===== config.mk =====
export PLATFORM = sky130hd
export DESIGN_NAME = apb_master
export DESIGN_NICKNAME = d
export VERILOG_FILES = /design/src/rtl/apb_master.sv
export SDC_FILE = /design/constraint.sdc
export NUM_CORES = 1
export LEC_CHECK = 0
export BUFFER_PORTS_ARGS = -buffer_cell sky130_fd_sc_hd__buf_4
export CAP_MARGIN = 20
export CORE_MARGIN = 1
export CORE_UTILIZATION = 41
export CTS_CLUSTER_DIAMETER = 200
export DETAILED_ROUTE_END_ITERATION = 12
export HOLD_SLACK_MARGIN = 0.1
export PLACE_DENSITY = 0.77
export SYNTH_ARGS = -nofsm -noshare
export SYNTH_HDL_FRONTEND = slang
export SYNTH_SLANG_ARGS = --single-unit

===== constraint.sdc =====
create_clock -name PCLK -period 2.2 [get_ports PCLK]
set_input_delay 0.33 -clock PCLK [delete_from_list [all_inputs] [get_ports PCLK]]
set_output_delay 0.33 -clock PCLK [all_outputs]
set_load 0.02 [all_outputs]

===== src/rtl/apb_master.sv =====
// apb_master: single-outstanding APB3 initiator.
//
// Turns a valid/ready command into one APB SETUP/ACCESS transfer and hands
// back a valid/ready response. PREADY wait states are honoured. PSLVERR is
// reported as rsp_err. A transfer that stalls for TIMEOUT ACCESS cycles is
// aborted and reported with rsp_err and rsp_timeout both set.
//
// Ports
//   PCLK, PRESETn         clock (rising edge), async active-low reset
//   cmd_valid/cmd_ready   command handshake
//   cmd_write/addr/wdata  command payload
//   rsp_valid/rsp_ready   response handshake
//   rsp_rdata/err/timeout response payload
//   PSEL..PWDATA          APB request outputs (all registered)
//   PRDATA/PREADY/PSLVERR APB completion inputs
//
// state  | meaning
// IDLE   | cmd_ready high, waiting for a command
// SETUP  | PSEL=1, PENABLE=0 for one cycle
// ACCESS | PSEL=1, PENABLE=1 until PREADY or timeout
// RESP   | rsp_valid high until rsp_ready

module apb_master #(
    parameter int TIMEOUT = 16,
    parameter int TW      = 5
) (
    input  logic        PCLK,
    input  logic        PRESETn,
    input  logic        cmd_valid,
    output logic        cmd_ready,
    input  logic        cmd_write,
    input  logic [15:0] cmd_addr,
    input  logic [31:0] cmd_wdata,
    output logic        rsp_valid,
    input  logic        rsp_ready,
    output logic [31:0] rsp_rdata,
    output logic        rsp_err,
    output logic        rsp_timeout,
    output logic        PSEL,
    output logic [15:0] PADDR,
    output logic        PENABLE,
    output logic        PWRITE,
    output logic [31:0] PWDATA,
    input  logic [31:0] PRDATA,
    input  logic        PREADY,
    input  logic        PSLVERR
);

    localparam logic [1:0] ST_IDLE   = 2'd0;
    localparam logic [1:0] ST_SETUP  = 2'd1;
    localparam logic [1:0] ST_ACCESS = 2'd2;
    localparam logic [1:0] ST_RESP   = 2'd3;

    localparam bit          TO_EN   = (TIMEOUT != 0);
    localparam logic [TW-1:0] TO_LAST = TO_EN ? TW'(TIMEOUT - 1) : '0;

    logic [1:0]    state_q, state_d;
    logic [TW-1:0] wait_cnt_q, wait_cnt_d;
    logic          cmd_ready_q, cmd_ready_d;
    logic          psel_q, psel_d;
    logic          penable_q, penable_d;
    logic          pwrite_q, pwrite_d;
    logic [15:0]   paddr_q, paddr_d;
    logic [31:0]   pwdata_q, pwdata_d;
    logic          rsp_valid_q, rsp_valid_d;
    logic [31:0]   rsp_rdata_q, rsp_rdata_d;
    logic          rsp_err_q, rsp_err_d;
    logic          rsp_timeout_q, rsp_timeout_d;

    always_comb begin
        state_d       = state_q;
        wait_cnt_d    = wait_cnt_q;
        psel_d        = psel_q;
        penable_d     = penable_q;
        pwrite_d      = pwrite_q;
        paddr_d       = paddr_q;
        pwdata_d      = pwdata_q;
        rsp_valid_d   = rsp_valid_q;
        rsp_rdata_d   = rsp_rdata_q;
        rsp_err_d     = rsp_err_q;
        rsp_timeout_d = rsp_timeout_q;

        case (state_q)
            ST_IDLE: begin
                // cmd_ready_q is low for the first cycle after reset release,
                // so a command present then is not yet accepted.
                if (cmd_valid && cmd_ready_q) begin
                    state_d    = ST_SETUP;
                    wait_cnt_d = '0;
                    psel_d     = 1'b1;
                    penable_d  = 1'b0;
                    pwrite_d   = cmd_write;
                    paddr_d    = cmd_addr;
                    pwdata_d   = cmd_wdata;
                end
            end
            ST_SETUP: begin
                state_d   = ST_ACCESS;
                penable_d = 1'b1;
            end
            ST_ACCESS: begin
                if (PREADY) begin
                    state_d       = ST_RESP;
                    psel_d        = 1'b0;
                    penable_d     = 1'b0;
                    rsp_valid_d   = 1'b1;
                    rsp_rdata_d   = pwrite_q ? 32'h0 : PRDATA;
                    rsp_err_d     = PSLVERR;
                    rsp_timeout_d = 1'b0;
                end else if (TO_EN && (wait_cnt_q == TO_LAST)) begin
                    state_d       = ST_RESP;
                    psel_d        = 1'b0;
                    penable_d     = 1'b0;
                    rsp_valid_d   = 1'b1;
                    rsp_rdata_d   = 32'h0;
                    rsp_err_d     = 1'b1;
                    rsp_timeout_d = 1'b1;
                end else if (TO_EN) begin
                    wait_cnt_d = wait_cnt_q + TW'(1);
                end
            end
            ST_RESP: begin
                if (rsp_ready) begin
                    state_d     = ST_IDLE;
                    rsp_valid_d = 1'b0;
                end
            end
            default: state_d = ST_IDLE;
        endcase

        // cmd_ready is registered: high exactly while the FSM sits in IDLE.
        cmd_ready_d = (state_d == ST_IDLE);
    end

    always_ff @(posedge PCLK or negedge PRESETn) begin
        if (!PRESETn) begin
            state_q       <= ST_IDLE;
            wait_cnt_q    <= '0;
            cmd_ready_q   <= 1'b0;
            psel_q        <= 1'b0;
            penable_q     <= 1'b0;
            pwrite_q      <= 1'b0;
            paddr_q       <= 16'h0;
            pwdata_q      <= 32'h0;
            rsp_valid_q   <= 1'b0;
            rsp_rdata_q   <= 32'h0;
            rsp_err_q     <= 1'b0;
            rsp_timeout_q <= 1'b0;
        end else begin
            state_q       <= state_d;
            wait_cnt_q    <= wait_cnt_d;
            cmd_ready_q   <= cmd_ready_d;
            psel_q        <= psel_d;
            penable_q     <= penable_d;
            pwrite_q      <= pwrite_d;
            paddr_q       <= paddr_d;
            pwdata_q      <= pwdata_d;
            rsp_valid_q   <= rsp_valid_d;
            rsp_rdata_q   <= rsp_rdata_d;
            rsp_err_q     <= rsp_err_d;
            rsp_timeout_q <= rsp_timeout_d;
        end
    end

    assign cmd_ready   = cmd_ready_q;
    assign PSEL        = psel_q;
    assign PENABLE     = penable_q;
    assign PWRITE      = pwrite_q;
    assign PADDR       = paddr_q;
    assign PWDATA      = pwdata_q;
    assign rsp_valid   = rsp_valid_q;
    assign rsp_rdata   = rsp_rdata_q;
    assign rsp_err     = rsp_err_q;
    assign rsp_timeout = rsp_timeout_q;

endmodule

# ---- Yosys cells after proc, flatten, opt, wreduce, memory -nomap -nowiden
# Index checks and enable logic that the tools add are counted.
dict set report classes {
  add_sub_neg 1
  n_eq_ne 9
  n_mux 24
  reduce_logical 13
}
# operator n
set op_table {}
lappend op_table {{two-way mux 32 bit} 3}
lappend op_table {{two-way mux 5 bit} 3}
lappend op_table {{case mux 5 bit (2 select lines)} 1}
lappend op_table {{two-way mux 1 bit} 9}
lappend op_table {{AND reduction 3 bit} 3}
lappend op_table {{two-way mux 2 bit} 4}
lappend op_table {{!= test 2 bit (second input constant)} 4}
lappend op_table {{case mux 2 bit (4 select lines)} 1}
lappend op_table {{nonzero test 2 bit} 3}
lappend op_table {{adder 5 x 1 -> 5 bit (second input constant)} 1}
lappend op_table {{== test 5 x 4 -> 1 bit (second input constant)} 1}
lappend op_table {{== test 2 bit (second input constant)} 2}
lappend op_table {{zero test 2 bit} 2}
lappend op_table {{case mux 1 bit (2 select lines)} 2}
lappend op_table {{AND reduction 2 bit} 2}
lappend op_table {{AND reduction 4 bit} 1}
lappend op_table {{!= test 3 bit (second input constant)} 1}
lappend op_table {{case mux 1 bit (3 select lines)} 1}
lappend op_table {{nonzero test 3 bit} 1}
lappend op_table {{== test 2 x 1 -> 1 bit (second input constant)} 1}
lappend op_table {{logical AND 1 bit} 1}
dict set report totals {
  reg_bits 94
  output_inout_bits 87
}

# ---- Logic depth before layout (Yosys ltp)
# Gate-level depths: netlist of the first run.
dict set report logic_depth {
  ltp_word 5
  ltp_mapped 6
  mapped_depth_nobuf 6
}

# ---- Least setup slack after synthesis of the first run
# Ideal clock, no wire load.
dict set report synth_timing {
  path_kind {register to register}
  from {reg wait_cnt_q[0]}
  to {reg wait_cnt_q[3]}
  setup_time_ns 0.066
  arrival_time_ns 2.036
  required_time_ns 2.134
  path_slack_ns 0.098
  stages_incl_launch_ff 7
  path_buffers 0
  period_less_slack_ns 2.102
  cell_sequence {dfrtp_1 ha_1 and3_1 ha_1 or4b_4 or4_1 nand2_1}
}
dict set report synth_via {
  elab_chain_cells 4
  word_cells_on_any_way 7
}
# element line
set synth_lines {}
lappend synth_lines {{from (decl)} 58} ;# logic [TW-1:0] wait_cnt_q, wait_cnt_d;
lappend synth_lines {{from (signal assigned)} 151} ;# wait_cnt_q <= wait_cnt_d;
lappend synth_lines {{adder 5 x 1 -> 5 bit} 119} ;# wait_cnt_d = wait_cnt_q + TW'(1);
lappend synth_lines {{two-way mux 5 bit} 110} ;# end else if (TO_EN && (wait_cnt_q == TO_LAST)) begin
lappend synth_lines {{two-way mux 5 bit} 102} ;# if (PREADY) begin
lappend synth_lines {{case mux 5 bit (2 select lines)} 83} ;# case (state_q)
# Parallel ways exist; a longest one is shown, timed or not. The select of a mux whose other input is x is not followed.
# A chain may end at the register's enable or synchronous reset.

# ---- Worst setup path in the final report of the first run
# Same ends and word-level chain as after synthesis.

==> results.json, run 1 <==
{
  "p_switching_w": 0.00290,
  "wl_met1_um": 3780,
  "synth-compound-area-share": 0.104,
  "die_width_um": 95.3,
  "viasPerCell": 4.94,
  "num_rows": 33,
  "met2_length_um": 4290,
  "place_hpwl_um": 6310,
  "cp.required_ps": 2490,
  "r2r-end": "wait_cnt_q[3]$_DFFE_PN0P_",
  "path_class": "reg -> reg",
  "synthArstFlopShare": 1.00,
  "synth_top_family_by_area": "simple AND/OR/NAND/NOR gates",
  "stdcell_count": 624,
  "setup_viol": 0,
  "hold_path.startpoint": "cmd_addr[14]",
  "r2r_cells": 6,
  "clkPwrFrac": 0.166,
  "grt_overflow": 0,
  "areaGrowthSynthToFinish_pct": 47.7,
  "synth_xor_area_frac": 0,
  "drt_wl_total_um": 8950,
  "cts_root_buffer": "clkbuf_8",
  "yosysTopAreaCellShare": 0.659,
  "antenna_found_initial": 0,
  "grt_pass1_vias": 2890,
  "skew_ps": 12.0,
  "p_leak_nw": 2.87,
  "seq_power_share": 0.391,
  "grt_usage": 0.196,
  "vdd_drop_max_mv": 0.568,
  "hold_end": "PADDR[14]$_DFFE_PN0P_",
  "start_util": 0.428,
  "cts_sinks": 94,
  "place_congestion": 0.753,
  "timing.final.crit_share": 0.958,
  "insertion_delay_ps": 350,
  "syn_nets": 430,
  "fill_cells": 699,
  "setup_tns_ps": 0,
  "timing.rr.start": "wait_cnt_q[0]$_DFFE_PN0P_",
  "synth-edff-count": 0,
  "synth_cell_types": 28,
  "synth_seq_cells": 94,
  "worstMarginPinSlew_ps": 458,
  "combPwrFrac": 0.442,
  "final_hold_viol_count": 0,
  "io_buffers": 173,
  "final_nets": 603,
  "ys_warn_count": 0,
  "whs_path_depth": 3,
  "arrival_ps": 2400,
  "crit_fanout": 6,
  "cts_setup_buffers": 0,
  "dr_wl_met3_um": 774,
  "grt_pass1_wl_um": 13700,
  "clk_pin_slew_ps": 100,
  "drc": 0,
  "pin_count": 174,
  "slew_violations": 0,
  "start_kind": "register",
  "diodes": 0,
  "htree_levels": 3,
  "top_layer": "met4",
  "syn_inst": 341,
  "synthTopCellsByCount": "nand2_1, dfrtp_1, a22o_1",
  "first_pass_iters": 5,
  "vias": 3081,
  "max_cap_viol_count": 0,
  "reg2reg_slack_ps": 90,
  "dieArea_um2": 9090,
  "fmax_ghz": 0.474,
  "cts_buffer_depth": 2,
  "ys_seq_area_frac": 0.659,
  "cp-end-kind": "register",
  "powerDensity_nw_per_um2": 1430,
  "ant_nets": 0,
  "p_sw_frac": 0.385,
  "p_int_w": 0.00463,
  "synth_fa_ha_area_frac": 0.00701,
  "grt_max_degree": 44,
  "grt_setup_unrepaired": "false",
  "wire_per_inst_um": 14.3,
  "drt_iter0_drc": 96,
  "post-place-cells": 607,
  "core_um2": 8340,
  "cts_tree": "yes",
  "die_h_um": 95.3,
  "numCtsBuffers": 9,
  "synth_area_leaders": "dfrtp_1, nand2_1, a22o_1",
  "hp-class": "in -> reg",
  "synth_area_um2": 3570,
  "synthMuxAreaShare": 0.00596,
  "synth.avg_cell_area_um2": 10.5,
  "drive_gt1_frac": 0.401,
  "ys.flop_type": "dfrtp_1",
  "yosysTopAreaCell": "dfrtp_1",
  "relSlewSlack": 0.695,
  "synth_most_common_cell": "nand2_1",
  "period_needed_ps": 2110,
  "synth-simple-area-share": 0.196,
  "outcome": "completed"
}
## power groups by stage
stage | clock, W | combinational (W) | sequential, W
after floorplan | 0 | 0.000984 | 0.00374
after CTS | 0.00130 | 0.00337 | 0.00295
final | 0.00125 | 0.00333 | 0.00295
after global placement | 0 | 0.00328 | 0.00294
after global routing | 0.00139 | 0.00361 | 0.00305
after detailed placement | 0 | 0.00336 | 0.00297
## cell usage in the layout, fill, tap and decap left out
| cell | synthesis | final |
|---|---|---|
| a21o_1 | 1 | 1 |
| a21oi_1 | 5 | 5 |
| a22o_1 | 33 | 33 |
| and3_1 | 1 | 1 |
| buf_12 | 0 | 2 |
| buf_4 | 0 | 180 |
| bufinv_16 | 0 | 2 |
| clkbuf_8 | 0 | 9 |
| clkinv_2 | 0 | 2 |
| clkinv_4 | 0 | 1 |
| dfrtp_1 | 94 | 94 |
| dlygate4sd3_1 | 0 | 1 |
| ha_2 | 0 | 2 |
| inv_1 | 3 | 3 |
| inv_6 | 0 | 2 |
| mux2_2 | 1 | 1 |
| mux2i_1 | 1 | 1 |
| nand2_1 | 153 | 152 |
| nand2_2 | 0 | 1 |
| nand2b_1 | 1 | 1 |
| nand3_1 | 2 | 2 |
| nand3b_1 | 2 | 2 |
| nand4bb_2 | 0 | 1 |
| nor2_1 | 6 | 5 |
| nor2_2 | 0 | 1 |
| nor2b_1 | 1 | 1 |
| nor4b_1 | 1 | 1 |
| nor4bb_4 | 0 | 1 |
| o211ai_1 | 2 | 2 |
| o21a_1 | 1 | 1 |
| o21ai_0 | 3 | 3 |
| o21ai_2 | 0 | 1 |
| o311ai_0 | 1 | 1 |
| or4_1 | 2 | 1 |
| or4_4 | 0 | 1 |
| or4b_4 | 1 | 1 |
## layout make-up
cell class | count | area (um^2) | share of cell area
Timing Repair Buffer | 183 | 1400 | 0.266
Inverter | 3 | 11.3 | 0.00214
Clock buffer | 9 | 124 | 0.0235
Clock inverter | 7 | 96.3 | 0.0183
Multi-Input combinational cell | 223 | 1160 | 0.219
Sequential cell | 94 | 2350 | 0.446
Tap cell | 105 | 131 | 0.0249
## per-layer routing
metal	global-route usage	vias to the layer above
li1	-	1468
met1	0.253	1475
met2	0.312	127
met3	0.0534	11
met4	0.0808	0
met5	0	-
## through the flow
stage	utilization	setup slack [ps]	power (W)	area [um^2]	hold WS (ps)
after global placement	0.603	124	0.00623	5030	308
final	0.632	91.8	0.00753	5270	163
after global routing	0.632	11.7	0.00804	5270	141
after CTS	0.631	54.4	0.00762	5260	143
after floorplan	-	98.0	0.00473	3570	34.4
after detailed placement	0.603	62.5	0.00633	5030	306
## registers in the layout, indices dropped and copies added (netlist names)
name and count:
PSEL 1, PWRITE 1, rsp_timeout 1, PENABLE 1
cmd_ready 1, PWDATA 32, PADDR 16, rsp_err 1
rsp_valid 1, state_q 2, rsp_rdata 32, wait_cnt_q 5
## cell families after synthesis
| group | after synthesis |
|---|---|
| compound gates | 47 |
| fa+ha+maj | 2 |
| buf+inv | 24 |
| flops | 94 |
| mux | 2 |
| simple gates | 172 |
## worst max-delay path, stage by stage, from the launching register on
cell	delay, ps
dfrtp_1	410
ha_2	190
and3_1	180
ha_2	190
or4b_4	570
or4_4	430
nand2_2	80
## worst max-delay path by stage
stage                              startpoint  cells past startpoint                         to  slack (ps)
global route        wait_cnt_q[0]$_DFFE_PN0P_                      6  wait_cnt_q[2]$_DFFE_PN0P_          10
detailed placement  wait_cnt_q[0]$_DFFE_PN0P_                      6  wait_cnt_q[3]$_DFFE_PN0P_          60
CTS                 wait_cnt_q[0]$_DFFE_PN0P_                      6  wait_cnt_q[3]$_DFFE_PN0P_          50
finish              wait_cnt_q[0]$_DFFE_PN0P_                      6  wait_cnt_q[3]$_DFFE_PN0P_          90
floorplan           wait_cnt_q[0]$_DFFE_PN0P_                      6  wait_cnt_q[3]$_DFFE_PN0P_         100
global placement    wait_cnt_q[0]$_DFFE_PN0P_                      6  wait_cnt_q[3]$_DFFE_PN0P_         120
## timing repair
action / CTS / global route
hold buffers: 1 / 0
gates resized for setup: 0 / 4
endpoints found under the hold margin: 32 / 0
setup endpoints to repair: 0 / 1
No activity file was read; power rests on OpenSTA's default activity.
==> run 2, diff against run 1 <==
--- a/config.mk
+++ b/config.mk
@@ -13,6 +13,7 @@
 export DETAILED_ROUTE_END_ITERATION = 12
 export HOLD_SLACK_MARGIN = 0.1
 export PLACE_DENSITY = 0.77
+export RECOVER_POWER = 25
 export SYNTH_ARGS = -nofsm -noshare
 export SYNTH_HDL_FRONTEND = slang
 export SYNTH_SLANG_ARGS = --single-unit
==> run 2 against run 1 <==
Non-clock buffer count stayed put. Critical path depth is the same. Cell count stayed put. Highest routed layer unchanged. Sequential power is essentially flat. Combinational power about the same. Wire length hardly changed. Die area is the same. Final area shrank 0.28%. Setup slack about the same. Maximum frequency is essentially flat. First-iteration DRC count down 3.1%.
==> results.json, run 2 (same netlist as run 1, synthesis figures left out) <==
{
  "timing.hold.ws_ps": 162,
  "p_leak_nw": 2.87,
  "viasPerCell": 4.93,
  "period_needed_ps": 2110,
  "final_nets": 603,
  "reg2reg_slack_ps": 90,
  "grt_usage": 0.196,
  "setup_tns_ps": 0,
  "io_buffers": 173,
  "start_util": 0.428,
  "hp-class": "in -> reg",
  "grt_setup_unrepaired": "false",
  "fill_cells": 702,
  "cts_sinks": 94,
  "wire_per_inst_um": 14.3,
  "grt_pass1_wl_um": 13700,
  "path_class": "reg -> reg",
  "utilization": 0.630,
  "antenna_found_initial": 0,
  "worstMarginPinSlew_ps": 855,
  "register_area_um2": 2350,
  "drt_iter0_drc": 93,
  "arrival_ps": 2400,
  "multi_input_area_um2": 1160,
  "cts_tree": "yes",
  "htree_levels": 3,
  "path_cells": "ha_2 > and3_1 > ha_2 > or4b_4 > or4_4 > nand2_2",
  "areaGrowthSynthToFinish_pct": 47.2,
  "vdd_drop_max_mv": 0.568,
  "dieArea_um2": 9090,
  "setup_viol": 0,
  "max_cap_viol_count": 0,
  "outcome": "completed",
  "slew_violations": 0,
  "place_congestion": 0.753,
  "pin_count": 174,
  "grt_overflow": 0,
  "vias": 3079,
  "grt_pass1_vias": 2890,
  "skew_ps": 12.5,
  "clk_pin_slew_ps": 100,
  "cts_root_buffer": "clkbuf_8",
  "num_rows": 33,
  "diodes": 0,
  "powerDensity_nw_per_um2": 1430,
  "grt_max_degree": 44,
  "slowest_delay_ps": 570,
  "cts_buffer_depth": 2,
  "die_h_um": 95.3,
  "cp_common_cell": "ha_2",
  "die_width_um": 95.3,
  "drive_gt1_frac": 0.399,
  "first_pass_iters": 4,
  "crit_fanout": 6,
  "ant_nets": 0,
  "core_um2": 8340,
  "slowest_stage": "or4b_4",
  "timing.final.crit_share": 0.958,
  "insertion_delay_ps": 350,
  "final_hold_viol_count": 0,
  "final_cell_mix": "buf_4, nand2_1, dfrtp_1",
  "cp.required_ps": 2490,
  "place_hpwl_um": 6310,
  "numCtsBuffers": 9,
  "drt_wl_total_um": 8950,
  "relSlewSlack": 0.430,
  "final_common_cell": "buf_4",
  "cp-end-kind": "register",
  "start_kind": "register",
  "drc": 0,
  "fmax_ghz": 0.474
}
-- run 2: changes by cell type in the layout (fill, tap and decap cells not counted) --
cell / delta
buf_12: -1
buf_4: -1
clkbuf_2: +1
clkbuf_4: +1
mux2_1: +1
mux2_2: -1
-- run 2: worst paths after layout --
kind / start / endpoint / depth (start not counted)
worst max-delay path: wait_cnt_q[0]$_DFFE_PN0P_ / wait_cnt_q[3]$_DFFE_PN0P_ / 6
worst min-delay path: cmd_addr[14] / PADDR[14]$_DFFE_PN0P_ / 3
worst max register to register: wait_cnt_q[0]$_DFFE_PN0P_ / wait_cnt_q[3]$_DFFE_PN0P_ / 6
worst min register to register: PADDR[7]$_DFFE_PN0P_ / PADDR[7]$_DFFE_PN0P_ / 2
max in group asynchronous: PRESETn / PWDATA[1]$_DFFE_PN0P_ / 3
min in group asynchronous: PRESETn / rsp_rdata[13]$_DFFE_PN0P_ / 2
-- run 2: critical path, delay by kind of cell (launching register included) --
| kind | cells | cell delay (ps) |
|---|---|---|
| and+or+nand+nor | 4 | 1260 |
| DFF | 1 | 410 |
| adders and majority gates | 2 | 380 |
-- run 2: area by class of cell --
type                    count  area share
well taps                 105      0.0250
repair buffers            183       0.264
clock buffers               9      0.0236
inverters                   3     0.00214
multi-input cells         223       0.220
clock inverters             7      0.0183
flip-flops and latches     94       0.447
-- run 2: per-stage QoR --
| stage | worst slack (ps) | cells | area [um^2] | power (W) |
|---|---|---|---|---|
| 2_1_floorplan | 98.0 | 341 | 3570 | 0.00473 |
| 5_1_grt | 11.7 | 624 | 5260 | 0.00804 |
| 3_5_place_dp | 62.5 | 607 | 5030 | 0.00633 |
| 6_report | 91.7 | 624 | 5260 | 0.00753 |
| 3_3_place_gp | 124 | 607 | 5030 | 0.00623 |
| 4_1_cts | 54.4 | 624 | 5260 | 0.00762 |
-- run 2: what timing repair did --
item                       in CTS  in global routing
gates resized for setup         0                  4
hold endpoints to repair       32                  0
setup endpoints to repair       0                  1
hold buffers                    1                  0
buffers inserted                0                  0
-- run 2: per-layer routing --
| layer | vias to the layer above | share of wire | global-route usage |
|---|---|---|---|
| met5 | - | 0 | 0 |
| met4 | 0 | 0.013 | 0.0808 |
| met3 | 11 | 0.086 | 0.0534 |
| met2 | 123 | 0.48 | 0.312 |
| met1 | 1476 | 0.42 | 0.253 |
| li1 | 1469 | - | - |
-- run 2: power breakdown --
part,internal [W],switching [W]
logic,0.00151,0.00182
clock network,0.000647,0.000607
registers,0.00247,0.000478
==> run 3, diff against run 2 <==
--- a/config.mk
+++ b/config.mk
@@ -5,8 +5,9 @@
 export SDC_FILE = /design/constraint.sdc
 export NUM_CORES = 1
 export LEC_CHECK = 0
-export BUFFER_PORTS_ARGS = -buffer_cell sky130_fd_sc_hd__buf_4
+export BUFFER_PORTS_ARGS = -buffer_cell sky130_fd_sc_hd__buf_2
 export CAP_MARGIN = 20
+export CORE_ASPECT_RATIO = 1.1
 export CORE_MARGIN = 1
 export CORE_UTILIZATION = 41
 export CTS_CLUSTER_DIAMETER = 200
==> run 3 against run 2 <==
Power down 9.7%. Utilization shrank 6.4 points. Worst hold slack improved by 1.4 ps.
==> results.json, run 3 (same netlist as run 1, synthesis figures left out) <==
{
  "relSlewSlack": 0.347,
  "grt_setup_unrepaired": "false",
  "place_hpwl_um": 5900,
  "setup_viol": 0,
  "p_leak_nw": 2.66,
  "timing.hold.ws_ps": 163,
  "fin_ws_ps": 75.3,
  "first_pass_iters": 4,
  "outcome": "completed",
  "power.total_w": 0.00680,
  "crit_fanout": 6,
  "cp.required_ps": 2490,
  "pin_count": 174,
  "period_needed_ps": 2120,
  "grt_usage": 0.183,
  "worstMarginPinSlew_ps": 980,
  "num_rows": 35,
  "diodes": 0,
  "cts_buffer_depth": 2,
  "grt_max_degree": 57,
  "vias": 3024,
  "arrival_ps": 2410,
  "htree_levels": 3,
  "post-place-cells": 612,
  "drt_wl_total_um": 8200,
  "cts_resized": 0,
  "fmax_ghz": 0.471,
  "final_cell_mix": "nand2_1, buf_2, dfrtp_1",
  "hp-class": "in -> reg",
  "io_buffers": 173,
  "max_cap_viol_count": 0,
  "cts_tree": "yes",
  "grt_pass1_wl_um": 13300,
  "stdcell_count": 629,
  "core_um2": 8410,
  "reg2reg_slack_ps": 80,
  "areaGrowthSynthToFinish_pct": 33.4,
  "drc": 0,
  "die_h_um": 99.9,
  "antenna_found_initial": 0,
  "setup_tns_ps": 0,
  "pre_cts_ws_ps": 95.3,
  "timing.final.crit_share": 0.966,
  "powerDensity_nw_per_um2": 1430,
  "grt_pass1_vias": 2876,
  "path_class": "reg -> reg",
  "clk_pin_slew_ps": 100,
  "vdd_drop_max_mv": 0.679,
  "slew_violations": 0,
  "insertion_delay_ps": 350,
  "final_nets": 602,
  "cts_sinks": 94,
  "drive_gt1_frac": 0.353,
  "die_width_um": 91.0,
  "dieArea_um2": 9090,
  "viasPerCell": 4.81,
  "place_congestion": 0.728,
  "final_hold_viol_count": 0,
  "cts_setup_buffers": 0,
  "grt_overflow": 0,
  "cts_root_buffer": "clkbuf_8",
  "drt_iter0_drc": 94,
  "start_kind": "register",
  "ant_nets": 0,
  "numCtsBuffers": 9,
  "start_util": 0.425,
  "cp-end-kind": "register",
  "wire_per_inst_um": 13.0,
  "skew_ps": 19.4
}
[run 3: power breakdown]
part	internal, W	switching [W]
Clock	0.000425	0.000618
Sequential	0.00247	0.000445
Combinational	0.00105	0.00180
Total	0.00394	0.00286
[run 3: critical path, stage by stage, from the launching register on]
cell	delay, ps
dfrtp_1	410
ha_1	220
and3_1	180
ha_1	190
or4b_4	520
or4_1	480
nand2_1	80
[run 3: what timing repair did]
action,in CTS,in global routing
hold endpoints to repair,38,0
hold buffers,1,0
setup endpoints to repair,0,0
[run 3: final timing paths]
| kind | end | depth (start not counted) | from |
|---|---|---|---|
| setup / recovery | wait_cnt_q[3]$_DFFE_PN0P_ | 6 | wait_cnt_q[0]$_DFFE_PN0P_ |
| hold / removal | PWDATA[11]$_DFFE_PN0P_ | 3 | cmd_wdata[11] |
| setup reg to reg | wait_cnt_q[3]$_DFFE_PN0P_ | 6 | wait_cnt_q[0]$_DFFE_PN0P_ |
| hold reg to reg | PWDATA[11]$_DFFE_PN0P_ | 2 | PWDATA[11]$_DFFE_PN0P_ |
| max in group asynchronous | wait_cnt_q[1]$_DFFE_PN0P_ | 3 | PRESETn |
| min in group asynchronous | PWDATA[13]$_DFFE_PN0P_ | 2 | PRESETn |
[run 3: final cells by class]
class                      instances  area (um^2)
inverter                           3         11.3
multi-input combinational        223         1140
tap                              111          139
sequential                        94         2350
clock buffer                       9          124
timing repair buffer             182          937
fill                             768         3640
clock inverter                     7         56.3
[run 3: per-layer routing]
metal  track usage  vias to the layer above  routed length [um]
li1              -                     1463                   -
met1         0.224                     1436                3570
met2         0.321                      116                4030
met3        0.0417                        9                 509
met4        0.0659                        0                  90
met5             0                        -                   0
[run 3: metrics by stage]
stage	utilization	cell area [um^2]
2_1_floorplan	-	3570
3_3_place_gp	0.547	4600
3_5_place_dp	0.547	4600
4_1_cts	0.570	4790
5_1_grt	0.567	4760
6_report	0.567	4760
